<file path="config.mk">
export PLATFORM = sky130hd
export DESIGN_NAME = dff_share_arbiter
export DESIGN_NICKNAME = d
export VERILOG_FILES = /design/src/rtl/dff_share_arbiter.sv
export SDC_FILE = /design/constraint.sdc
export NUM_CORES = 1
export LEC_CHECK = 0
export ABC_AREA = 0
export BUFFER_PORTS_ARGS = -buffer_cell sky130_fd_sc_hd__buf_4
export CAP_MARGIN = 40
export CORE_UTILIZATION = 44
export CTS_BUF_LIST = sky130_fd_sc_hd__clkbuf_8
export DETAILED_ROUTE_END_ITERATION = 8
export HOLD_SLACK_MARGIN = 0.05
export PLACE_DENSITY_LB_ADDON = 0.08
export SYNTH_ARGS = -nofsm -noshare
export SYNTH_HDL_FRONTEND = slang
export SYNTH_SLANG_ARGS = --single-unit
</file>
<file path="constraint.sdc">
create_clock -name clk -period 3.7 [get_ports clk]
set_input_delay 0.555 -clock clk [delete_from_list [all_inputs] [get_ports clk]]
set_output_delay 0.555 -clock clk [all_outputs]
set_load 0.03 [all_outputs]
</file>
<file path="src/rtl/dff_share_arbiter.sv">
// Round-robin arbiter sharing one registered output stage between NUM_REQ
// valid/ready requesters; the captured word is held until the consumer takes it.
module dff_share_arbiter #(
    parameter int NUM_REQ = 4,
    parameter int WIDTH   = 8,
    parameter int ID_W    = 2
) (
    input  logic                     clk,
    input  logic                     rst_n,
    input  logic [NUM_REQ-1:0]       req_valid,
    input  logic [NUM_REQ*WIDTH-1:0] req_data,
    output logic [NUM_REQ-1:0]       req_ready,
    output logic                     out_valid,
    output logic [WIDTH-1:0]         out_data,
    output logic [ID_W-1:0]          out_id,
    input  logic                     out_ready
);

    localparam int PW = (NUM_REQ > 1) ? $clog2(NUM_REQ) : 1;

    typedef enum logic {
        EMPTY = 1'b0,
        FULL  = 1'b1
    } state_t;

    state_t           state_q, state_d;
    logic [WIDTH-1:0] data_q, data_d;
    logic [ID_W-1:0]  id_q, id_d;
    logic [PW-1:0]    ptr_q, ptr_d;

    logic               can_load;
    logic               gnt_any;
    logic [PW-1:0]      gnt_idx;
    logic [NUM_REQ-1:0] gnt;
    logic [WIDTH-1:0]   data_sel;
    logic [PW:0]        scan_sum;
    logic [PW-1:0]      scan_idx;

    assign can_load = (state_q == EMPTY) || out_ready;

    // Scan from ptr upward with wrap; first valid requester wins.
    always_comb begin
        gnt_any  = 1'b0;
        gnt_idx  = '0;
        scan_sum = '0;
        scan_idx = '0;
        for (int k = 0; k < NUM_REQ; k++) begin
            scan_sum = {1'b0, ptr_q} + (PW+1)'(k);
            if (scan_sum >= (PW+1)'(NUM_REQ)) begin
                scan_sum = scan_sum - (PW+1)'(NUM_REQ);
            end
            scan_idx = scan_sum[PW-1:0];
            if (!gnt_any && req_valid[scan_idx]) begin
                gnt_any = 1'b1;
                gnt_idx = scan_idx;
            end
        end
        gnt_any = gnt_any && can_load && rst_n;
    end

    always_comb begin
        gnt      = '0;
        data_sel = '0;
        for (int i = 0; i < NUM_REQ; i++) begin
            if (gnt_any && gnt_idx == PW'(i)) begin
                gnt[i]   = 1'b1;
                data_sel = req_data[i*WIDTH +: WIDTH];
            end
        end
    end

    always_comb begin
        state_d = state_q;
        data_d  = data_q;
        id_d    = id_q;
        ptr_d   = ptr_q;
        if (gnt_any) begin
            state_d = FULL;
            data_d  = data_sel;
            id_d    = ID_W'(gnt_idx);
            if (gnt_idx == PW'(NUM_REQ-1)) begin
                ptr_d = '0;
            end else begin
                ptr_d = gnt_idx + 1'b1;
            end
        end else if (out_ready) begin
            state_d = EMPTY;
        end
    end

    always_ff @(posedge clk) begin
        if (!rst_n) begin
            state_q <= EMPTY;
            data_q  <= '0;
            id_q    <= '0;
            ptr_q   <= '0;
        end else begin
            state_q <= state_d;
            data_q  <= data_d;
            id_q    <= id_d;
            ptr_q   <= ptr_d;
        end
    end

    assign req_ready = gnt;
    assign out_valid = (state_q == FULL);
    assign out_data  = data_q;
    assign out_id    = id_q;

endmodule

</file>
== Word-level counts from Yosys, hierarchy flattened ==
Index checks and enable logic that the tools add are counted.

* Bits in registers: 13
* Bits of input ports: 39
* Output and inout bits: 15
* Word-level logic and storage cells: 70

* Add/sub/neg operators: 8
* $lt $le $gt $ge: 8
* Equality and inequality tests: 3
* Muxes and demuxes: 31
* Bitwise logic cells: 1
* Reductions and logical operators: 15

{| class="wikitable"
|+ Operators with widths
! kind !! count
|-
| $mux 8 || 4
|-
| $mux 2 || 9
|-
| $mux 1 || 14
|-
| $lt 2x3->1 const B || 4
|-
| $ge 3x3->1 const B || 3
|-
| $logic_and 1x1->1 || 9
|-
| $bmux 1 s2 || 4
|-
| $sub 2x1->2 const B || 4
|-
| $add 2x2->3 const B || 2
|-
| $eq 2x2->1 const B || 2
|-
| $add 2x1->3 const B || 1
|-
| $ge 2x3->1 const B || 1
|-
| $logic_not 1->1 || 3
|-
| $add 2x1->2 const B || 1
|-
| $eq 2x1->1 const B || 1
|-
| $logic_not 2->1 || 1
|-
| $reduce_bool 2->1 || 1
|-
| $logic_or 1x1->1 || 1
|-
| $not 1->1 || 1
|}

== Longest topological paths before layout ==
* Depth after elaboration: 21
* Mapped depth: 11
* Depth with buffers taken out: 9

== Least setup slack after synthesis ==
OpenSTA, ideal clock, no wires.

* Kind: input -> output
* Start point: in req_valid[2]
* End point: out req_ready[1]
* Arrival time: 2.140 ns
* Required time: 3.145 ns
* Slack: 1.005 ns
* Stages on the path: 7
* Cell sequence: mux2i_1 > nor2_1 > nor4_1 > ha_1 > clkbuf_1 > clkbuf_1 > and2_1

* Elaborated cells on any way between the ends: 27
* Those cells by class: eq/ne (1); mux (17); reduce/logical (9)

{| class="wikitable"
|+ RTL lines
! item !! RTL line !! source
|-
| from (decl) || 10 || <nowiki>input logic [NUM_REQ-1:0] req_valid,</nowiki>
|-
| $bmux 1 s2 || 53 || <nowiki>if (!gnt_any && req_valid[scan_idx]) begin</nowiki>
|-
| $mux 1 (implied by the code) || 53 ||
|-
| $mux 1 || 53 ||
|-
| $logic_not 1->1 || 53 ||
|-
| $logic_and 1x1->1 || 53 ||
|-
| $mux 1 || 53 ||
|-
| $logic_not 1->1 || 53 ||
|-
| $logic_and 1x1->1 || 53 ||
|-
| $mux 1 || 53 ||
|-
| $logic_not 1->1 || 53 ||
|-
| $logic_and 1x1->1 || 53 ||
|-
| $mux 2 * || 53 ||
|-
| net gnt_idx[0] || 33 || <nowiki>logic [PW-1:0] gnt_idx;</nowiki>
|-
| $eq 2x1->1 * || 65 || <nowiki>if (gnt_any && gnt_idx == PW'(i)) begin</nowiki>
|-
| $logic_and 1x1->1 * || 65 ||
|-
| $mux 1 * || 65 ||
|-
| to (decl) || 12 || <nowiki>output logic [NUM_REQ-1:0] req_ready,</nowiki>
|}

Mark *: on every way through the listed nets, which the timed path passes. The rest lies on a longest branch. The select of a mux whose other input is x is not followed.

== Worst setup path after layout ==
* Start point: reg ptr_q[1]
* End point: out req_ready[2]

* Elaborated cells on any way between the ends: 42
* Those cells by class: add/sub (7); order compare (4); eq/ne (1); mux (21); reduce/logical (9)

{| class="wikitable"
|+ RTL lines
! item !! RTL line !! source
|-
| from (decl) || 29 || <nowiki>logic [PW-1:0] ptr_q, ptr_d;</nowiki>
|-
| from (signal assigned) || 101 || <nowiki>ptr_q <= ptr_d;</nowiki>
|-
| parallel branches: the longest is 13 deep, another holds $add 2x1->3 || -- ||
|-
| $mux 2 * || 53 ||
|-
| net gnt_idx[0] || 33 ||
|-
| $eq 2x2->1 * || 65 ||
|-
| $logic_and 1x1->1 * || 65 ||
|-
| $mux 1 * || 65 ||
|}

Mark *: on every way through the listed nets, which the timed path passes. The select of a mux whose other input is x is not followed.

==> results.ini <==
[cts]
hold_buffers = 0
numClockSinks = 13
worst_skew_pair.late_latency_ns = 0.24
cts_tree = yes
clockBufferDepth = 2
numCtsBuffers = 3
clkTransAtPathRegs_ns = 0.05
cts-resized-gates = 0
root_buffer = clkbuf_8
cts_setup_buffers = 0
cts_max_level = 1

[timing]
final.setup_skew_ns = 0.00426
rsz0062_at_grt = no
fin_ws_ns = 0.814
slew_headroom_pct = 65.8
finalCritPeriodShare_pct = 78.0
fin_crit_ns = 2.89
tns_ns = 0
worst_pin_slew_ns = 0.513
drv_slew = 0
hold_viol = 0
max_freq_ghz = 0.346
timing.hold.ws_ns = 0.491
finalSetupViolCount = 0

[logic_synthesis]
synth_top_family_by_area = compound AO/OA/AOI/OAI gates
ys_types = 26
syn_area_per_cell_sq_um = 7.11
synth_xor_xnor_area_share_pct = 0
synth_seq_cells = 13
synth_area_sq_um = 896
ys_seq_area_share_pct = 29.1
synth_simple_gate_area_share_pct = 21.6
synth.area.mux_share_pct = 1.12
syn_nets = 169
synth_adder_area_share_pct = 5.59
syn_inst = 126
synth_compound_area_share_pct = 32.3
yosys_warnings = 0

[flow_run]
drv_cap = 0

[setup_path]
cp.required_ns = 3.14
cp_max_fo = 17
arrival_ns = 2.33
startpoint_type = flip-flop
r2r_slack_ns = 1.16
end_kind = primary output
crit_type = flip-flop to primary output

[global_routing]
overflow = 0
antenna_found_initial = 0
grt_pass1_wl_um = 3620
track_usage_pct = 23.5
grt_max_degree = 18
grt_pass1_vias = 854

[finish]
fin_nets = 217
final_cells = 198
final-seq-area_sq_um = 260
layout_commonest_cell = buf_4
nFillCells = 150
antenna_cells = 0
areaGrowthSynthToFinish_pct = 47.2
mostFrequentLayoutCells = buf_4, a21oi_1, dfxtp_1
drive_gt1_share_pct = 35.3
fin_util_pct = 72.4
multi_input_area_sq_um = 543

[floorplanning]
dieArea_sq_mm = 0.00222
ios = 54
start_util_pct = 49.2
die_w_um = 47.1
std_cell_rows = 15
core-area_sq_mm = 0.00182
dieHeight_um = 47.1

[detailed_routing]
viasPerCell = 5.21
first_pass_iters = 4
drc_errors = 0
ant_nets = 0
drt_wl_total_um = 2510
wl_per_cell_um = 12.7
vias = 1031
drt_iter0_drc = 29

[placed_design]
dp_hpwl_um = 1930
dp_cells = 194
gp_congestion = 0.782
place_worst_setup_slack_ns = 0.898
port_buffers = 53

[pwr]
powerDensity_mw_per_mm2 = 449
leakage_nw = 0.644
ir_worst_vdd_mv = 0.365

[run_status]
status = finished clean

[hold_path]
worstHoldPathType = flip-flop to flip-flop

==> stage by stage <==
stage | power [mW] | instance area, sq um
3_3_place_gp | 0.465 | 1270
2_1_floorplan | 0.373 | 896
5_1_grt | 0.633 | 1320
3_5_place_dp | 0.473 | 1270
6_report | 0.592 | 1320
4_1_cts | 0.594 | 1320
==> kinds of logic after synthesis <==
group / count (synthesis)
mux: 1
simple gates: 38
compound gates: 49
fa+ha+maj: 4
flops: 13
buf+inv: 21
==> critical path, cell delays in order (launching register included) <==
cell and delay, ns:
dfxtp_1 0.44, mux2i_1 0.22, nor2_1 0.07, nor4_1 0.46, inv_1 0.13, ha_1 0.39
and2_1 0.22, buf_4 0.16
==> state kept, by name (all words and copies together) (netlist names) <==
signal	count
out_data	8
out_valid	1
out_id	2
ptr_q	2
==> power by group <==
group | switching (mW) | internal, mW
logic | 0.168 | 0.120
clock network | 0.0465 | 0.0730
registers | 0.0190 | 0.166
==> layout make-up <==
type | instances | share of cell area [%]
Inverter | 11 | 3.13
Timing Repair Buffer | 53 | 30.2
Clock inverter | 1 | 0.285
Multi-Input combinational cell | 92 | 41.2
Tap cell | 25 | 2.37
Sequential cell | 13 | 19.7
Clock buffer | 3 | 3.13
==> worst paths after layout <==
path              startpoint            to  cells past startpoint
setup reg to reg    ptr_q[1]   out_data[4]                      9
hold / removal     out_id[0]     out_id[0]                      1
setup / recovery    ptr_q[1]  req_ready[2]                      7
hold reg to reg    out_id[0]     out_id[0]                      1
==> synthesized netlist by cell type, drive strengths merged <==
master	n	area, sq um
a21oi	27	139
and2	5	31.3
mux2i	1	10.0
a221oi	8	70.1
o21a	1	7.51
nor2	11	41.3
clkbuf	5	18.8
or4	1	11.3
buf	5	32.5
nand2b	3	18.8
inv	11	41.3
a31o	1	8.76
nand3	3	20.0
a21boi	1	7.51
o21ai	10	50.1
nor4	3	18.8
and3	1	11.3
o22ai	1	6.26
dfxtp	13	260
nand2	11	41.3
ha	4	50.1
==> routing by layer <==
| metal | up-vias | track usage [%] | wire length [um] |
|---|---|---|---|
| li1 | 535 | - | - |
| met1 | 455 | 33.3 | 1220 |
| met2 | 37 | 35.3 | 1140 |
| met3 | 4 | 2.31 | 116 |
| met4 | 0 | 12.0 | 34 |
| met5 | - | 0 | 0 |
Power figures use the tool's default switching activity.
